--- src/rtl/fb_pixel_fetch.sv ---
// Frame-buffer readout stage: turns scaled coordinates into BRAM read addresses for a
// double-buffered frame store, then returns pixels aligned with the delayed video timing.
module fb_pixel_fetch #(
   parameter int FB_WIDTH     = 240,
   parameter int FB_HEIGHT    = 320,
   parameter int PIXEL_WIDTH  = 16,
   parameter int ADDR_WIDTH   = 18,
   parameter int BRAM_LATENCY = 2,
   parameter logic [PIXEL_WIDTH-1:0] BORDER_COLOR = '0
) (
   input  logic                   clk_in,
   input  logic                   rst_in,
   input  logic [10:0]            scaled_hcount_in,
   input  logic [9:0]             scaled_vcount_in,
   input  logic                   valid_addr_in,
   input  logic                   hsync_in,
   input  logic                   vsync_in,
   input  logic                   blank_in,
   input  logic                   swap_req_in,
   output logic [ADDR_WIDTH-1:0]  bram_addr_out,
   input  logic [PIXEL_WIDTH-1:0] bram_data_in,
   output logic [PIXEL_WIDTH-1:0] pixel_out,
   output logic                   hsync_out,
   output logic                   vsync_out,
   output logic                   blank_out,
   output logic                   write_buf_out,
   output logic                   swap_pending_out,
   output logic                   swap_done_out,
   output logic [15:0]            frame_count_out
);

   localparam logic [ADDR_WIDTH-1:0] FB_W_A    = ADDR_WIDTH'(FB_WIDTH);
   localparam logic [ADDR_WIDTH-1:0] FB_SIZE_A = ADDR_WIDTH'(FB_WIDTH * FB_HEIGHT);
   localparam logic [10:0]           H_LIM     = 11'(FB_WIDTH);
   localparam logic [9:0]            V_LIM     = 10'(FB_HEIGHT);

   function automatic logic [ADDR_WIDTH-1:0] pixel_offset(input logic [10:0] h,
                                                          input logic [9:0]  v);
      logic [ADDR_WIDTH-1:0] h_ext;
      logic [ADDR_WIDTH-1:0] v_ext;
      h_ext = ADDR_WIDTH'(h);
      v_ext = ADDR_WIDTH'(v);
      return v_ext * FB_W_A + h_ext;
   endfunction

   logic                  disp_buf;
   logic                  pending;
   logic                  vsync_prev;
   logic                  vs_rise;
   logic                  take_swap;

   logic                  addr_ok;
   logic [ADDR_WIDTH-1:0] buf_base;
   logic [ADDR_WIDTH-1:0] offset;
   logic [ADDR_WIDTH-1:0] addr_next;

   logic                  hs_p0;
   logic                  vs_p0;
   logic                  bl_p0;
   logic                  vld_p0;

   logic [BRAM_LATENCY-1:0] hs_p1;
   logic [BRAM_LATENCY-1:0] vs_p1;
   logic [BRAM_LATENCY-1:0] bl_p1;
   logic [BRAM_LATENCY-1:0] vld_p1;

   // Buffer swap control
   always_comb begin
      vs_rise   = vsync_in && !vsync_prev;
      take_swap = vs_rise && (pending || swap_req_in);
   end

   always_ff @(posedge clk_in) begin
      if (rst_in) begin
         disp_buf        <= 1'b0;
         pending         <= 1'b0;
         vsync_prev      <= 1'b0;
         swap_done_out   <= 1'b0;
         frame_count_out <= 16'h0000;
      end else begin
         vsync_prev    <= vsync_in;
         swap_done_out <= take_swap;
         if (take_swap) begin
            disp_buf <= ~disp_buf;
            pending  <= 1'b0;
         end else if (swap_req_in) begin
            pending <= 1'b1;
         end
         if (vs_rise)
            frame_count_out <= frame_count_out + 16'd1;
      end
   end

   assign write_buf_out    = ~disp_buf;
   assign swap_pending_out = pending;

   // Stage A: address generation; out-of-range coordinates collapse onto the buffer base
   always_comb begin
      addr_ok   = valid_addr_in && (scaled_hcount_in < H_LIM) && (scaled_vcount_in < V_LIM);
      buf_base  = disp_buf ? FB_SIZE_A : '0;
      offset    = addr_ok ? pixel_offset(scaled_hcount_in, scaled_vcount_in) : '0;
      addr_next = buf_base + offset;
   end

   always_ff @(posedge clk_in) begin
      if (rst_in) begin
         bram_addr_out <= '0;
         hs_p0         <= 1'b0;
         vs_p0         <= 1'b0;
         bl_p0         <= 1'b1;
         vld_p0        <= 1'b0;
      end else begin
         bram_addr_out <= addr_next;
         hs_p0         <= hsync_in;
         vs_p0         <= vsync_in;
         bl_p0         <= blank_in;
         vld_p0        <= addr_ok;
      end
   end

   // Stage B: timing/valid delay matching the BRAM read latency
   always_ff @(posedge clk_in) begin
      if (rst_in) begin
         hs_p1  <= '0;
         vs_p1  <= '0;
         bl_p1  <= '1;
         vld_p1 <= '0;
      end else begin
         hs_p1[0]  <= hs_p0;
         vs_p1[0]  <= vs_p0;
         bl_p1[0]  <= bl_p0;
         vld_p1[0] <= vld_p0;
         for (int i = 1; i < BRAM_LATENCY; i++) begin
            hs_p1[i]  <= hs_p1[i-1];
            vs_p1[i]  <= vs_p1[i-1];
            bl_p1[i]  <= bl_p1[i-1];
            vld_p1[i] <= vld_p1[i-1];
         end
      end
   end

   // Output stage: pixel select and final timing register
   always_ff @(posedge clk_in) begin
      if (rst_in) begin
         pixel_out <= '0;
         hsync_out <= 1'b0;
         vsync_out <= 1'b0;
         blank_out <= 1'b1;
      end else begin
         pixel_out <= (vld_p1[BRAM_LATENCY-1] && !bl_p1[BRAM_LATENCY-1]) ? bram_data_in
                                                                          : BORDER_COLOR;
         hsync_out <= hs_p1[BRAM_LATENCY-1];
         vsync_out <= vs_p1[BRAM_LATENCY-1];
         blank_out <= bl_p1[BRAM_LATENCY-1];
      end
   end

endmodule
--- config.mk ---
export PLATFORM = sky130hd
export DESIGN_NAME = fb_pixel_fetch
export DESIGN_NICKNAME = d
export VERILOG_FILES = /design/src/rtl/fb_pixel_fetch.sv
export SDC_FILE = /design/constraint.sdc
export NUM_CORES = 1
export LEC_CHECK = 0
export CAP_MARGIN = 10
export CORE_UTILIZATION = 29
export DETAILED_ROUTE_END_ITERATION = 7
export GPL_ROUTABILITY_DRIVEN = 0
export GPL_TIMING_DRIVEN = 1
export PLACE_DENSITY = 0.56
export SETUP_SLACK_MARGIN = 0.4
export SYNTH_ARGS = -nofsm -noshare
export SYNTH_HDL_FRONTEND = slang
export SYNTH_SLANG_ARGS = --single-unit
export TNS_END_PERCENT = 100
--- constraint.sdc ---
create_clock -name clk_in -period 6.7 [get_ports clk_in]
set_input_delay 1.675 -clock clk_in [delete_from_list [all_inputs] [get_ports clk_in]]
set_output_delay 1.675 -clock clk_in [all_outputs]
set_load 0.02 [all_outputs]
==> flow_summary.toml, run 1 <==
[power_and_ir_drop]
p_leak_nw = 2.262
peakVddDrop_uv = 111.1
power_density_mw_per_mm2 = 264.7

[cts]
clock_sinks = 68
hold_buffers = 0
clock_tree.buffer_depth = 2
clk_pin_slew_ns = 0.05
numCtsBuffers = 9
root_buffer = "clkbuf_16"
cts_tree = "built"
clk_latency_ns = 0.33
htreeDepth = 3

[timing]
finalClockSkew_ns = 0.005171
hold_viol_final = 0
worst_slew_pin_slew_ns = 0.6793
max_freq_mhz = 164.1
finalSetupViolCount = 0
period_needed_ns = 6.094
rsz0062_at_grt = "true"
min_period_over_period = 0.9095
final_max_slew_viol_count = 0
slew_headroom = 0.5455

[worst_hold_path]
hold_path_class = "flip-flop to flip-flop"
holdPathEnd = "bl_p1[0]$_SDFF_PP1_"
whs_path_depth = 1
hold_path_startpoint = "bl_p0$_SDFF_PP1_"

[drt]
wirelength_um = 8424
firstDrtPassIters = 4
drtIter0Drc = 73
drc = 0
post_drt_wl_per_cell_um = 12.10
ant_nets = 0
vias = 3120
post_drt_via_cell_ratio = 4.483

[setup_path]
critical_path.top_delay_family = "adder cells"
r2r-start = "vs_p0$_SDFF_PP0_"
worstSetupPathType = "primary input to flip-flop"
worstPathRequired_ns = 6.91
critical-path-max-stage-delay_ns = 0.51
critPathMaxFanout = 4
r2r_slack_ns = 4.76
crit_chain = "clkdlybuf4s50_1 > inv_2 > fa_1 > fa_1 > inv_1 > ha_4 > a21o_1 > a21oi_2 > xnor2_1 > ha_2 > nor2_1 > nor2_1 > and3_4 > nand3_1 > nor3b_1 > ha_1 > nand3b_1 > or3_1 > a31oi_2 > a31oi_1 > mux2i_1"
startpoint_type = "primary input"
crit_arrival_ns = 6.30
cp_slowest_cell = "clkdlybuf4s50_1"
crit_buf_inv = 3
timing.rr.end = "frame_count_out[15]$_SDFFE_PP0P_"
worst_setup_path_end_kind = "flip-flop"
reg2regPathDepth = 6

[final_layout]
fin_nets = 613
area_delta_synth_final_pct = 41.11
final_cells = 696
utilization = 0.4260
multi_input_area_mm2 = 0.002365
antennaDiodeCount = 0
drive_gt1_frac = 0.08969
regArea_mm2 = 0.001361
design_area_mm2 = 0.005463
num-fill-cells = 1242

[die]
die_w_um = 117.5
top_level_ports = 100
start_util = 0.3019
die_height_um = 117.5
rows = 41
die_area_mm2 = 0.01381
coreArea_mm2 = 0.01282

[synthesis]
yosysSeqAreaShare = 0.3516
yosysMostFrequentCell = "dfxtp_1"
yosys-top-cells-area = "dfxtp_1, ha_1, fa_1, inv_1, and2_1"
synthesis.area_mm2 = 0.003871
async_reset_ff_frac = 0
synth_edf_count = 0
yosysTopAreaCell = "dfxtp_1"
synth_nets = 504
yosysTopAreaCellShare = 0.3516
syn_area_per_cell_um2 = 9.442
synth_top_flop_cell = "dfxtp_1"
ys_top_cells_by_count = "dfxtp_1, inv_1, nor2_1"
synthCells = 410
ys_seq_elements = 68
yosys_warnings = 0
ys_types = 50

[place]
port_buffers = 99
dp_hpwl_um = 6589
dpl-instance-area_mm2 = 0.005066
numPlacedInstances = 675

[grt]
grt_start_max_net_pins = 45
grt_pass1_wl_um = 14200
grt_usage = 0.1271
antenna_found_initial = 0
grt_pass1_vias = 3109
grt_overflow_total = 0

[outcome]
status = "completed"

[job]
max_cap_violations = 0
power by group:
part / internal [mW] / switching, mW
clock network: 0.308 / 0.166
registers: 0.413 / 0.00444
logic: 0.249 / 0.305
total: 0.970 / 0.476
layer usage:
layer  GRT usage  up-vias  share of wire
met1      0.1583     1412           0.48
met4     0.06010        0          0.020
li1            -     1601              -
met5           0        -              0
met3     0.02083       15          0.045
met2      0.2138       92           0.46
state kept, by name, summed over array words and instances (netlist names), 2 cells and up:
signal,cells
bram_addr_out,18
frame_count_out,16
pixel_out,16
bl_p1,2
hs_p1,2
vld_p1,2
vs_p1,2
cells by family after synthesis:
family                   after synthesis  share of synthesized area
AO/OA/AOI/OAI                         65                     0.1218
multiplexers                           4                    0.01163
adder cells (fa/ha/maj)               50                     0.1984
AND/OR/NAND/NOR                      143                     0.2014
buffers and inverters                 51                    0.04945
XOR/XNOR                              29                    0.06561
flip-flops                            68                     0.3516
cell type report:
cell class | count | area share
multi-input cells | 291 | 0.4329
flip-flops and latches | 68 | 0.2492
repair buffers | 107 | 0.1924
clock buffers | 11 | 0.04627
well taps | 172 | 0.03940
inverters | 42 | 0.02886
clock inverters | 5 | 0.01099
worst max path at each step:
stage	startpoint	end	slack (ns)	cells after the start
after floorplan	scaled_vcount_in[0]	bram_addr_out[17]$_SDFF_PP0_	0.67	21
after global placement	scaled_vcount_in[2]	bram_addr_out[17]$_SDFF_PP0_	0.10	21
after detailed placement	scaled_vcount_in[2]	bram_addr_out[17]$_SDFF_PP0_	-0.03	21
after CTS	scaled_vcount_in[0]	bram_addr_out[17]$_SDFF_PP0_	0.41	21
after global routing	scaled_vcount_in[3]	bram_addr_out[17]$_SDFF_PP0_	0.34	21
final	scaled_vcount_in[3]	bram_addr_out[17]$_SDFF_PP0_	0.61	21
cell usage in the layout (no fill, tap or decap), drive strengths merged, types with 14 or more instances in the layout:
cell type,n
clkdlybuf4s50,96
nand2,14
xnor2,14
inv,42
a21oi,15
dfxtp,68
ha,31
nor2,38
xor2,15
nor2b,16
fa,19
and2,24
timing repair:
action,4_1_cts,5_1_grt
gates resized for setup,4,8
pin swaps,1,5
setup buffers,1,4
endpoints found under the setup margin,3,4
cloned,0,0
metrics by stage:
step           power [mW]  hold slack, ns  setup slack [ns]  setup TNS [ns]
2_1_floorplan      0.8130          0.3895            0.6702               0
3_3_place_gp       0.9222          0.3940            0.1031               0
3_5_place_dp       0.9294          0.3937          -0.03211        -0.03211
4_1_cts             1.422          0.4061            0.4108               0
5_1_grt             1.553          0.4250            0.3395               0
6_report            1.446          0.4048            0.6063               0
(Power assumes the default switching activity.)
==> run 2, diff against run 1 <==
--- a/config.mk
+++ b/config.mk
@@ -6,6 +6,7 @@
 export NUM_CORES = 1
 export LEC_CHECK = 0
 export CAP_MARGIN = 10
+export CORE_MARGIN = 2
 export CORE_UTILIZATION = 29
 export DETAILED_ROUTE_END_ITERATION = 7
 export GPL_ROUTABILITY_DRIVEN = 0
==> run 2 against run 1 <==
  * Critical path depth did not move
  * Flip-flop and latch count unchanged
  * Highest routed layer unchanged
  * Global-route usage is 0.76 points lower
  * Wire length increased by 0.59%
==> flow_summary.toml, run 2 (synthesis results as in run 1) <==
[setup_path]
worst_setup_path_end_kind = "flip-flop"
reg2regPathDepth = 6
worstSetupPathType = "primary input to flip-flop"
crit_arrival_ns = 6.31
timing.rr.end = "bram_addr_out[16]$_SDFF_PP0_"
r2r_slack_ns = 4.75
crit_chain = "clkdlybuf4s50_1 > inv_2 > fa_1 > fa_1 > inv_1 > ha_4 > a21o_1 > a21oi_2 > xnor2_1 > ha_2 > nor2_1 > nor2_1 > and3_4 > nand3_1 > nor3b_1 > ha_1 > buf_4 > nand2_1 > o31a_1 > nor3b_2 > mux2_4"
startpoint_type = "primary input"
critPathMaxFanout = 4
crit_path_start = "scaled_vcount_in[3]"
r2r-start = "disp_buf$_SDFFE_PP0P_"
critical-path-max-stage-delay_ns = 0.52
worstPathRequired_ns = 6.90
cp_slowest_cell = "clkdlybuf4s50_1"

[place]
dpl-instance-area_mm2 = 0.005079
place_ws_ns = 0.03172
dp_hpwl_um = 6666
port_buffers = 99

[final_layout]
mostFrequentLayoutCells = "clkdlybuf4s50_1, dfxtp_1, inv_1, nor2_1, ha_1"
antennaDiodeCount = 0
final_common_cell = "clkdlybuf4s50_1"
largest-register = "bram_addr_out"
largest_register_ffs = 18
fin_nets = 612
area_delta_synth_final_pct = 40.85
reg_top3 = "bram_addr_out: 18 flops, frame_count_out: 16 flops, pixel_out: 16 flops"
design_area_mm2 = 0.005453
drive_gt1_frac = 0.09004

[timing]
period_needed_ns = 6.112
max_freq_mhz = 163.6
min_period_over_period = 0.9122
final_max_slew_viol_count = 0
rsz0062_at_grt = "false"
hold_viol_final = 0
worst_slew_pin_slew_ns = 0.7198
finalSetupViolCount = 0
finalClockSkew_ns = 0.005331
layout_setup_ws_ns = 0.5885
timing.setup.tns_ns = 0
slew_headroom = 0.5184

[drt]
ant_nets = 0
wirelength_um = 8474
post_drt_wl_per_cell_um = 12.14
vias = 3136
drc = 0
post_drt_via_cell_ratio = 4.493
drtIter0Drc = 156
firstDrtPassIters = 4

[grt]
grt_usage = 0.1195
grt_overflow_total = 0
antenna_found_initial = 0
grt_start_max_net_pins = 45
grt_pass1_vias = 3004
grt_pass1_wl_um = 13980

[outcome]
status = "completed"

[cts]
clk_pin_slew_ns = 0.05
htreeDepth = 3
clk_latency_ns = 0.32
clock_sinks = 68
hold_buffers = 0
numCtsBuffers = 9
clock_tree.buffer_depth = 2
cts_tree = "built"
root_buffer = "clkbuf_16"

[worst_hold_path]
hold_path_class = "flip-flop to flip-flop"
whs_path_depth = 1
hold_path_startpoint = "bl_p1[0]$_SDFF_PP1_"
holdPathEnd = "bl_p1[1]$_SDFF_PP1_"

[die]
die_w_um = 119.5
start_util = 0.2947
coreArea_mm2 = 0.01314
die_height_um = 119.5
top_level_ports = 100
die_area_mm2 = 0.01429
rows = 42

[power_and_ir_drop]
p_leak_nw = 2.248
power_density_mw_per_mm2 = 260.2
peakVddDrop_uv = 110.4

[job]
max_cap_violations = 0
run 2: cell count changes in the layout (fill, tap and decap cells not counted), sizes merged:
cell and delta:
clkbuf +2, clkinv -2, buf -1, clkinvlp -1, dlygate4sd2 -1, dlymetal6s2s +1
run 2: area by class of cell:
type	instances	area (um^2)
fill	1314	7685
multi-input combinational	291	2381
sequential	68	1361
timing repair buffer	106	1047
clock buffer	13	250.2
tap	176	220.2
inverter	42	157.7
clock inverter	2	35.03
run 2: power breakdown:
group / total [mW] / internal (mW) / switching (mW)
combinational: 0.556 / 0.245 / 0.311
sequential: 0.417 / 0.413 / 0.00429
clock: 0.446 / 0.295 / 0.150
run 2: worst max-delay path, delay by kind of cell:
kind / cells / cell delay [ns]
xor+xnor: 1 / 0.09
buf+inv: 4 / 0.80
simple gates: 7 / 0.90
mux: 1 / 0.31
compound gates: 3 / 0.62
fa+ha+maj: 5 / 1.94
run 2: repair_timing:
action	4_1_cts	5_1_grt
gates cloned	0	0
resized for setup	3	14
setup buffers	0	3
pin swaps	0	6
endpoints found under the setup margin	2	3
run 2: worst max path at each step:
stage / end / slack [ns] / cells past startpoint
global placement: bram_addr_out[17]$_SDFF_PP0_ / 0.14 / 21
CTS: bram_addr_out[17]$_SDFF_PP0_ / 0.40 / 21
finish: bram_addr_out[16]$_SDFF_PP0_ / 0.59 / 21
global route: bram_addr_out[16]$_SDFF_PP0_ / 0.35 / 21
detailed placement: bram_addr_out[17]$_SDFF_PP0_ / 0.03 / 21
floorplan: bram_addr_out[17]$_SDFF_PP0_ / 0.67 / 21
run 2: stage by stage:
| stage | hold WS [ns] | power (mW) | std cells | utilization |
|---|---|---|---|---|
| 5_1_grt | 0.4201 | 1.517 | 698 | 0.4150 |
| 2_1_floorplan | 0.3895 | 0.8130 | 410 | - |
| 6_report | 0.4043 | 1.419 | 698 | 0.4150 |
| 4_1_cts | 0.4056 | 1.395 | 695 | 0.4087 |
| 3_5_place_dp | 0.3934 | 0.9339 | 680 | 0.3866 |
| 3_3_place_gp | 0.3943 | 0.9238 | 680 | 0.3866 |
run 2: routing by layer:
metal | global-route usage | up-vias | part of all wire
li1 | - | 1597 | -
met1 | 0.1565 | 1452 | 0.48
met2 | 0.1996 | 80 | 0.46
met3 | 0.02471 | 7 | 0.045
met4 | 0.03382 | 0 | 0.010
met5 | 0 | - | 0
==> run 3, diff against run 2 <==
--- a/config.mk
+++ b/config.mk
@@ -8,6 +8,7 @@
 export CAP_MARGIN = 10
 export CORE_MARGIN = 2
 export CORE_UTILIZATION = 29
+export CTS_BUF_LIST = sky130_fd_sc_hd__clkbuf_4
 export DETAILED_ROUTE_END_ITERATION = 7
 export GPL_ROUTABILITY_DRIVEN = 0
 export GPL_TIMING_DRIVEN = 1
==> run 3 against run 2 <==
  * Critical path depth stayed put
  * Cell count down 0.14%
  * Count of clock-buffer cells in the layout down 1
  * Worst setup slack improved by 0.013 ns
  * Power fell by 15%
  * Die area did not move
  * Critical path type unchanged
  * Critical endpoint is now bram_addr_out[17]$_SDFF_PP0_
==> flow_summary.toml, run 3 (synthesis results as in run 1) <==
[outcome]
status = "completed"

[power_and_ir_drop]
p_comb_frac = 0.446
power.internal_uw = 770.8
p_leak_nw = 2.174
p_seq_frac = 0.345
peakVddDrop_uv = 87.39
p_clk_frac = 0.208
switching_share = 0.3601
power_density_mw_per_mm2 = 228.5
power.total_mw = 1.205
power.switching_uw = 433.7

[timing]
max_freq_mhz = 164.0
rsz0062_at_grt = "true"
finalSetupViolCount = 0
finalClockSkew_ns = 0.007401
timing.setup.tns_ns = 0
min_period_over_period = 0.9103
slew_headroom = 0.5210
period_needed_ns = 6.099
hold_viol_final = 0
final_max_slew_viol_count = 0
worst_slew_pin_slew_ns = 0.7159

[drt]
firstDrtPassIters = 4
post_drt_wl_per_cell_um = 11.99
post_drt_via_cell_ratio = 4.515
ant_nets = 0
vias = 3147
drc = 0
drtIter0Drc = 130
wirelength_um = 8359

[setup_path]
critPathMaxFanout = 4
worst_setup_path_end_kind = "flip-flop"
crit_arrival_ns = 6.38
worstPathRequired_ns = 6.98
timing.rr.end = "frame_count_out[15]$_SDFFE_PP0P_"
reg2regPathDepth = 6
r2r_slack_ns = 4.76
startpoint_type = "primary input"
worstSetupPathType = "primary input to flip-flop"
crit_path_start = "scaled_vcount_in[0]"
r2r-start = "vs_p0$_SDFF_PP0_"

[final_layout]
area_delta_synth_final_pct = 36.20
fin_nets = 611
largest_register_ffs = 18
num-fill-cells = 1331
drive_gt1_frac = 0.08637
final_common_cell = "clkdlybuf4s50_1"
design_area_mm2 = 0.005273
final_cells = 697
antennaDiodeCount = 0
reg_top3 = "bram_addr_out: 18 flops, frame_count_out: 16 flops, pixel_out: 16 flops"
mostFrequentLayoutCells = "clkdlybuf4s50_1, dfxtp_1, inv_1, nor2_1, ha_1"
largest-register = "bram_addr_out"

[cts]
cts_tree = "built"
clk_pin_slew_ns = 0.09
numCtsBuffers = 9
htreeDepth = 3
root_buffer = "clkbuf_4"
clock_sinks = 68
clk_latency_ns = 0.39
clock_tree.buffer_depth = 2

[place]
numPlacedInstances = 680
dpl-instance-area_mm2 = 0.005079
dp_hpwl_um = 6666
port_buffers = 99

[grt]
grt_overflow_total = 0
antenna_found_initial = 0
grt_pass1_vias = 3013
grt_start_max_net_pins = 45
grt_pass1_wl_um = 13960
grt_usage = 0.1197

[die]
coreArea_mm2 = 0.01314
die_height_um = 119.5
rows = 42
start_util = 0.2947
die_w_um = 119.5
die_area_mm2 = 0.01429
top_level_ports = 100

[worst_hold_path]
holdPathEnd = "bl_p1[1]$_SDFF_PP1_"
hold_path_class = "flip-flop to flip-flop"
hold_path_startpoint = "bl_p1[0]$_SDFF_PP1_"
whs_path_depth = 1

[job]
max_cap_violations = 0
[run 3: cell types whose count changed in the layout (fill, tap and decap cells not counted), moves of 2 or more]
cell,delta
clkbuf_4,+12
clkbuf_16,-9
clkbuf_1,-3
clkdlybuf4s50_1,+2
ha_1,+2
[run 3: layout make-up]
type / count / area [um^2] / share of cell area
clock buffers: 12 / 90.09 / 0.01709
clock inverters: 3 / 38.79 / 0.007356
inverters: 42 / 157.7 / 0.02990
multi-input cells: 291 / 2366 / 0.4487
flip-flops and latches: 68 / 1361 / 0.2582
well taps: 176 / 220.2 / 0.04177
repair buffers: 105 / 1039 / 0.1970
[run 3: worst max-delay path, stage by stage]
cell and delay [ns]:
clkdlybuf4s50_1 0.45, fa_1 0.57, inv_1 0.06, fa_1 0.47, inv_1 0.06, fa_1 0.40
a21o_1 0.23, a21oi_2 0.15, xnor2_1 0.08, ha_2 0.37, nor2_1 0.05, nor2_1 0.14
and3_4 0.23, nand3_1 0.07, nor3b_1 0.16, ha_1 0.35, nand3b_1 0.11, or3_4 0.35
a31oi_4 0.16, a31oi_1 0.12, mux2i_1 0.12
[run 3: worst max-delay path by stage]
stage                                               to  slack, ns
after floorplan           bram_addr_out[17]$_SDFF_PP0_       0.67
after global placement    bram_addr_out[17]$_SDFF_PP0_       0.14
after detailed placement  bram_addr_out[17]$_SDFF_PP0_       0.03
after CTS                 bram_addr_out[17]$_SDFF_PP0_       0.49
after global routing      bram_addr_out[17]$_SDFF_PP0_       0.34
final                     bram_addr_out[17]$_SDFF_PP0_       0.60
[run 3: metal layers]
metal,track usage,part of all wire,vias up,wire (um)
li1,-,-,1593,-
met4,0.02721,0.010,0,85
met1,0.1559,0.47,1448,3929
met3,0.03184,0.060,12,503
met5,0,0,-,0
met2,0.1989,0.46,94,3840
[run 3: timing repair]
item,in CTS,in global routing
setup buffers,0,2
hold buffers,0,0
setup endpoints to repair,0,3
resized for setup,0,12
[run 3: metrics by stage]
stage	util	hold WS [ns]	worst slack, ns
6_report	0.4013	0.4144	0.6012
5_1_grt	0.4013	0.4331	0.3380
4_1_cts	0.3964	0.4173	0.4871
3_5_place_dp	0.3866	0.3934	0.03172
2_1_floorplan	-	0.3895	0.6702
3_3_place_gp	0.3866	0.3943	0.1445
[run 3: power by group through the flow]
stage	clock network [mW]	logic [mW]	registers [mW]
after detailed placement	0	0.508	0.426
after CTS	0.269	0.512	0.416
after global routing	0.286	0.603	0.417
after global placement	0	0.498	0.425
after floorplan	0	0.382	0.431
final	0.251	0.538	0.416
==> edit 1, RTL diff (settings of run 2) <==
`ADDR_WIDTH`: 18 -> 36.
--- a/src/rtl/fb_pixel_fetch.sv
+++ b/src/rtl/fb_pixel_fetch.sv
@@ -4,7 +4,7 @@
    parameter int FB_WIDTH     = 240,
    parameter int FB_HEIGHT    = 320,
    parameter int PIXEL_WIDTH  = 16,
-   parameter int ADDR_WIDTH   = 18,
+   parameter int ADDR_WIDTH   = 36,
    parameter int BRAM_LATENCY = 2,
    parameter logic [PIXEL_WIDTH-1:0] BORDER_COLOR = '0
 ) (
Interface: changed (resized bram_addr_out); port bits go from 100 to 118. No check against the original RTL was run, so the function may have changed too.
==> edit 1 against run 2 <==
- design area rose by 5.6%
- synthesized area grew 5.8%
- worst setup slack worse by 0.074 ns
- register-to-register slack got worse by 0.30 ns
- power grew 8.8%
- sequential share of layout area shrank 0.64 points
- largest power group unchanged
- largest cell class unchanged
- die area rose by 5.6%
- sequential cell count increased by 2
- routed wire length rose by 2.6%
==> edit 1: results (changes against run 2) <==
Synthesis
  – Mux cell area share after synthesis: 0.00733 (was 0.0116)
  – Xor/xnor share of the synthesized area: 0.0638 (was 0.0656)
  – Synth Area in Compound Gates: 0.129 (was 0.122)
  – Post-synthesis adder-cell area fraction: 0.188 (was 0.198)
  – Synth unique cells: 54 (was 50)
  – Top post-synthesis cells by count: 70 x dfxtp_1, 38 x inv_1, 32 x nor2_1, 31 x ha_1, 23 x and2_1 (was 68 x dfxtp_1, 42 x inv_1, 38 x nor2_1, 31 x ha_1, 24 x and2_1)
  – Post-Syn Instances: 439 (was 410)

Global route
  – Vias in the first global route: 3150 (was 3004)
  – M3 GR Usage: 0.0288 (was 0.0247)
  – Met2 Use GR: 0.204 (was 0.200)
  – Met1 usage: 0.136 (was 0.157)
  – Largest net degree at the start of global routing: 26 (was 45)
  – Total GRT Usage: 0.116 (was 0.120)

Route
  – Via density per instance: 4.44 (was 4.49)
  – M1 WL: 3.96 mm (was 4.08 mm)
  – WL met2: 4.03 mm (was 3.93 mm)
  – Routed Wire Length: 8.69 mm (was 8.47 mm)
  – WL met3: 612 um (was 378 um)

Setup path
  – Critical path arrival: 6.43 ns (was 6.31 ns)
  – Crit path max fanout: 3 (was 4)
  – Worst reg-to-reg path cell count: 8 (was 6)
  – CP max-delay cell: fa_1 (was clkdlybuf4s50_1)

Place
  – DP Wirelength: 6.93 mm (was 6.67 mm)
  – I/O Buffers: 101 (was 99)
  – Dpl cells: 725 (was 680)

Power and ir drop
  – Switching share of power: 0.334 (was 0.328)
  – Peak VDD IR: 0.100 mV (was 0.110 mV)
  – Static leakage: 2.37 nW (was 2.25 nW)

Timing
  – Min Tclk post-route: 6.19 ns (was 6.11 ns)
  – Worst Tran Pin Value: 0.768 ns (was 0.720 ns)
  – Clock Skew: 0.00616 ns (was 0.00533 ns)

Cells and area
  – Nets: 654 (was 612)
  – Biggest regs: bram_addr_out: 20 flops, frame_count_out: 16 flops, pixel_out: 16 flops (was bram_addr_out: 18 flops, frame_count_out: 16 flops, pixel_out: 16 flops)

Outcome
  – Status: finished, final reports clean (unchanged)
## edit 1: power groups by stage
stage | sequential [mW] | clock [mW] | combinational [mW]
3_3_place_gp | 0.438 | 0 | 0.582
6_report | 0.429 | 0.481 | 0.633
2_1_floorplan | 0.443 | 0 | 0.433
4_1_cts | 0.429 | 0.495 | 0.605
5_1_grt | 0.430 | 0.515 | 0.702
3_5_place_dp | 0.438 | 0 | 0.588
## edit 1: how the worst min path moves through the flow
stage | startpoint | to | slack [ns] | cells past startpoint
3_5_place_dp | bl_p0$_SDFF_PP1_ | bl_p1[0]$_SDFF_PP1_ | 0.40 | 1
3_3_place_gp | bl_p0$_SDFF_PP1_ | bl_p1[0]$_SDFF_PP1_ | 0.40 | 1
6_report | bl_p0$_SDFF_PP1_ | bl_p1[0]$_SDFF_PP1_ | 0.41 | 1
4_1_cts | bl_p0$_SDFF_PP1_ | bl_p1[0]$_SDFF_PP1_ | 0.42 | 1
5_1_grt | bl_p1[0]$_SDFF_PP1_ | bl_p1[1]$_SDFF_PP1_ | 0.42 | 1
2_1_floorplan | bl_p0$_SDFF_PP1_ | bl_p1[0]$_SDFF_PP1_ | 0.39 | 1
## edit 1: layout make-up
cell class / count / area, um2
Clock buffer: 14 / 274
Clock inverter: 2 / 38.8
Fill cell: 1342 / 8070
Inverter: 38 / 143
Multi-Input combinational cell: 320 / 2520
Sequential cell: 70 / 1400
Tap cell: 180 / 225
Timing Repair Buffer: 121 / 1160
## edit 1: what timing repair did
action                                  4_1_cts  5_1_grt
pin swaps                                     2        6
endpoints found under the setup margin        3        5
gates resized for setup                      10       10
setup buffers                                 1        3
==> edit 2, RTL diff (settings of run 2) <==
Made on the original files. Register the output `frame_count_out` once more, without a reset; this adds one clock of latency there. The other outputs are not delayed to match.
--- a/src/rtl/fb_pixel_fetch.sv
+++ b/src/rtl/fb_pixel_fetch.sv
@@ -33,6 +33,8 @@
    localparam logic [ADDR_WIDTH-1:0] FB_SIZE_A = ADDR_WIDTH'(FB_WIDTH * FB_HEIGHT);
    localparam logic [10:0]           H_LIM     = 11'(FB_WIDTH);
    localparam logic [9:0]            V_LIM     = 10'(FB_HEIGHT);
+
+   logic [15:0] frame_count_s0;
 
    function automatic logic [ADDR_WIDTH-1:0] pixel_offset(input logic [10:0] h,
                                                           input logic [9:0]  v);
@@ -76,7 +78,7 @@
          pending         <= 1'b0;
          vsync_prev      <= 1'b0;
          swap_done_out   <= 1'b0;
-         frame_count_out <= 16'h0000;
+         frame_count_s0 <= 16'h0000;
       end else begin
          vsync_prev    <= vsync_in;
          swap_done_out <= take_swap;
@@ -87,7 +89,7 @@
             pending <= 1'b1;
          end
          if (vs_rise)
-            frame_count_out <= frame_count_out + 16'd1;
+            frame_count_s0 <= frame_count_s0 + 16'd1;
       end
    end
 
@@ -155,4 +157,8 @@
       end
    end
 
+   always_ff @(posedge clk_in) begin
+      frame_count_out <= frame_count_s0;
+   end
+
 endmodule
Function: changed (a bounded check fails within 4 cycles, from zero or initial values and one cycle with rst_in high).
==> edit 2 against run 2 <==
- sequential share of layout area rose by 3.9 points
- hold slack got worse by 0.043 ns
- design area rose by 6.9%
- global-route usage fell by 0.66 points
- combinational power rose by 5.2%
- count of clock-buffer cells in the layout fell by 1
- sequential cell count rose by 16
- power rose by 14%
- final cell count rose by 3.2%
- worst setup slack improved by 0.054 ns
- non-clock buffer count rose by 7
- synthesized area rose by 7.6%
- routed wire length fell by 0.51%
==> edit 2: results (changes against run 2) <==
Setup path
  – Crit path max fanout: 4 (unchanged)
  – Critical path arrival: 6.27 ns (was 6.31 ns)
  – CP max-delay cell: fa_1 (was clkdlybuf4s50_1)
  – CP top delay family: adder cells (unchanged)
  – Crit-path max cell delay: 0.52 ns (about the same)

Cells and area
  – Final non-filler cell total: 720 (was 698)
  – Antenna cells: 0 (unchanged)
  – Layout cells sized above 1: 0.104 (was 0.0900)
  – Max FFs per register: 18 (unchanged)
  – Largest register by flop count: bram_addr_out (unchanged)
  – Nets: 629 (was 612)
  – Fillers: 1333 (was 1314)

Synthesis
  – Synth unique cells: 54 (was 50)
  – Seq/Total Area, Yosys: 0.404 (was 0.352)
  – Top post-synthesis cells by count: 84 x dfxtp_1, 44 x nor2_1, 40 x inv_1, 31 x ha_1, 24 x and2_1 (was 68 x dfxtp_1, 42 x inv_1, 38 x nor2_1, 31 x ha_1, 24 x and2_1)
  – Xor/xnor share of the synthesized area: 0.0652 (was 0.0656)
  – Mux cell area share after synthesis: 0.0111 (was 0.0116)
  – Synth area leaders: dfxtp_1 40%, ha_1 9.3%, fa_1 9.1%, nor2_1 4.0%, and2_1 3.6% (was dfxtp_1 35%, ha_1 10%, fa_1 9.8%, inv_1 4.1%, and2_1 3.9%)
  – Top_reg_cell synth: dfxtp_1 (unchanged)
  – Syn Nets: 512 (was 504)
  – Post-synthesis adder-cell area fraction: 0.184 (was 0.198)
  – Share of flip-flops with an asynchronous set or reset: 0 (unchanged)
  – Yosys warns: 0 (unchanged)
  – Synth Area in Compound Gates: 0.0994 (was 0.122)
  – Post-Syn Instances: 418 (was 410)

Timing
  – Clock Skew: 0.00554 ns (was 0.00533 ns)
  – Relative slew slack: 0.491 (was 0.518)

Route
  – DRT Pass-1 Iters: 4 (unchanged)
  – Via density per instance: 4.46 (was 4.49)
  – Initial DRC count: 100 (was 156)
  – Routed Wire Length: 8.43 mm (was 8.47 mm)

Hold path
  – Worst Hold Class: flip-flop to flip-flop (unchanged)

Outcome
  – Status: finished, final reports clean (unchanged)

Clock tree
  – Clk slew on worst S/H paths: 0.06 ns
  – Clock Latency Late Sink: 0.33 ns
  – Num CTS Buffers: 9 (unchanged)
  – Clk buf depth: 2 (unchanged)
  – Clk root buf: clkbuf_16 (unchanged)
  – H-tree lvl count: 3 (unchanged)

Global route
  – Largest net degree at the start of global routing: 44 (was 45)
  – Vias in the first global route: 3090 (was 3004)
  – Total GRT Usage: 0.113 (was 0.120)
  – Initial antenna violation count: 0 (unchanged)
  – First-pass GRT wire length: 13.7 mm (was 14.0 mm)

Place
  – Area of placed instances: 5450 um2 (was 5080 um2)
  – Dpl cells: 702 (was 680)
  – DP Wirelength: 6.75 mm (was 6.67 mm)
  – I/O Buffers: 99 (unchanged)
  – Place WS: -0.0433 ns (was 0.0317 ns)

Power and ir drop
  – Static leakage: 2.41 nW (was 2.25 nW)
  – Peak VDD IR: 0.107 mV (was 0.110 mV)
  – Pwr dens: 277 nW/um2 (was 260 nW/um2)
## edit 2: final timing paths
| check | from | to | slack, ns | cells after the start |
|---|---|---|---|---|
| hold / removal | frame_count_s0[15]$_SDFFE_PP0P_ | frame_count_out[15]$_DFF_P_ | 0.36 | 0 |
| setup / recovery | scaled_vcount_in[2] | bram_addr_out[17]$_SDFF_PP0_ | 0.64 | 22 |
| setup reg to reg | disp_buf$_SDFFE_PP0P_ | bram_addr_out[17]$_SDFF_PP0_ | 4.72 | 7 |
| hold reg to reg | frame_count_s0[15]$_SDFFE_PP0P_ | frame_count_out[15]$_DFF_P_ | 0.36 | 0 |
## edit 2: layout make-up
type | count | area share
clock buffer | 12 | 0.0423
sequential | 84 | 0.288
clock inverter | 4 | 0.0124
inverter | 40 | 0.0258
tap | 180 | 0.0386
timing repair buffer | 113 | 0.189
multi-input combinational | 287 | 0.403
## edit 2: layer usage
metal / GRT usage / share of wire / vias up
li1: - / - / 1630
met5: 0 / 0 / -
met2: 0.201 / 0.46 / 91
met3: 0.0256 / 0.078 / 12
met1: 0.133 / 0.44 / 1476
met4: 0.0405 / 0.015 / 0
## edit 2: worst reg2reg max path, stage by stage, from the launching register on
cell and delay [ns]:
dfxtp_1 0.51, ha_1 0.27, a21oi_2 0.08, nor3b_2 0.18, o21ai_1 0.11, a211oi_2 0.26
a31oi_1 0.13, mux2_1 0.33
## edit 2: power breakdown
group          total (mW)  internal [mW]  switching, mW
sequential          0.514          0.509        0.00496
clock               0.519          0.336          0.183
combinational       0.585          0.277          0.308
total                1.62           1.12          0.496
## edit 2: timing repair
action / CTS / global route
hold endpoints to repair: 0 / 0
setup endpoints to repair: 1 / 4
pin swaps: 1 / 4
resized for setup: 5 / 11
setup buffers: 1 / 1
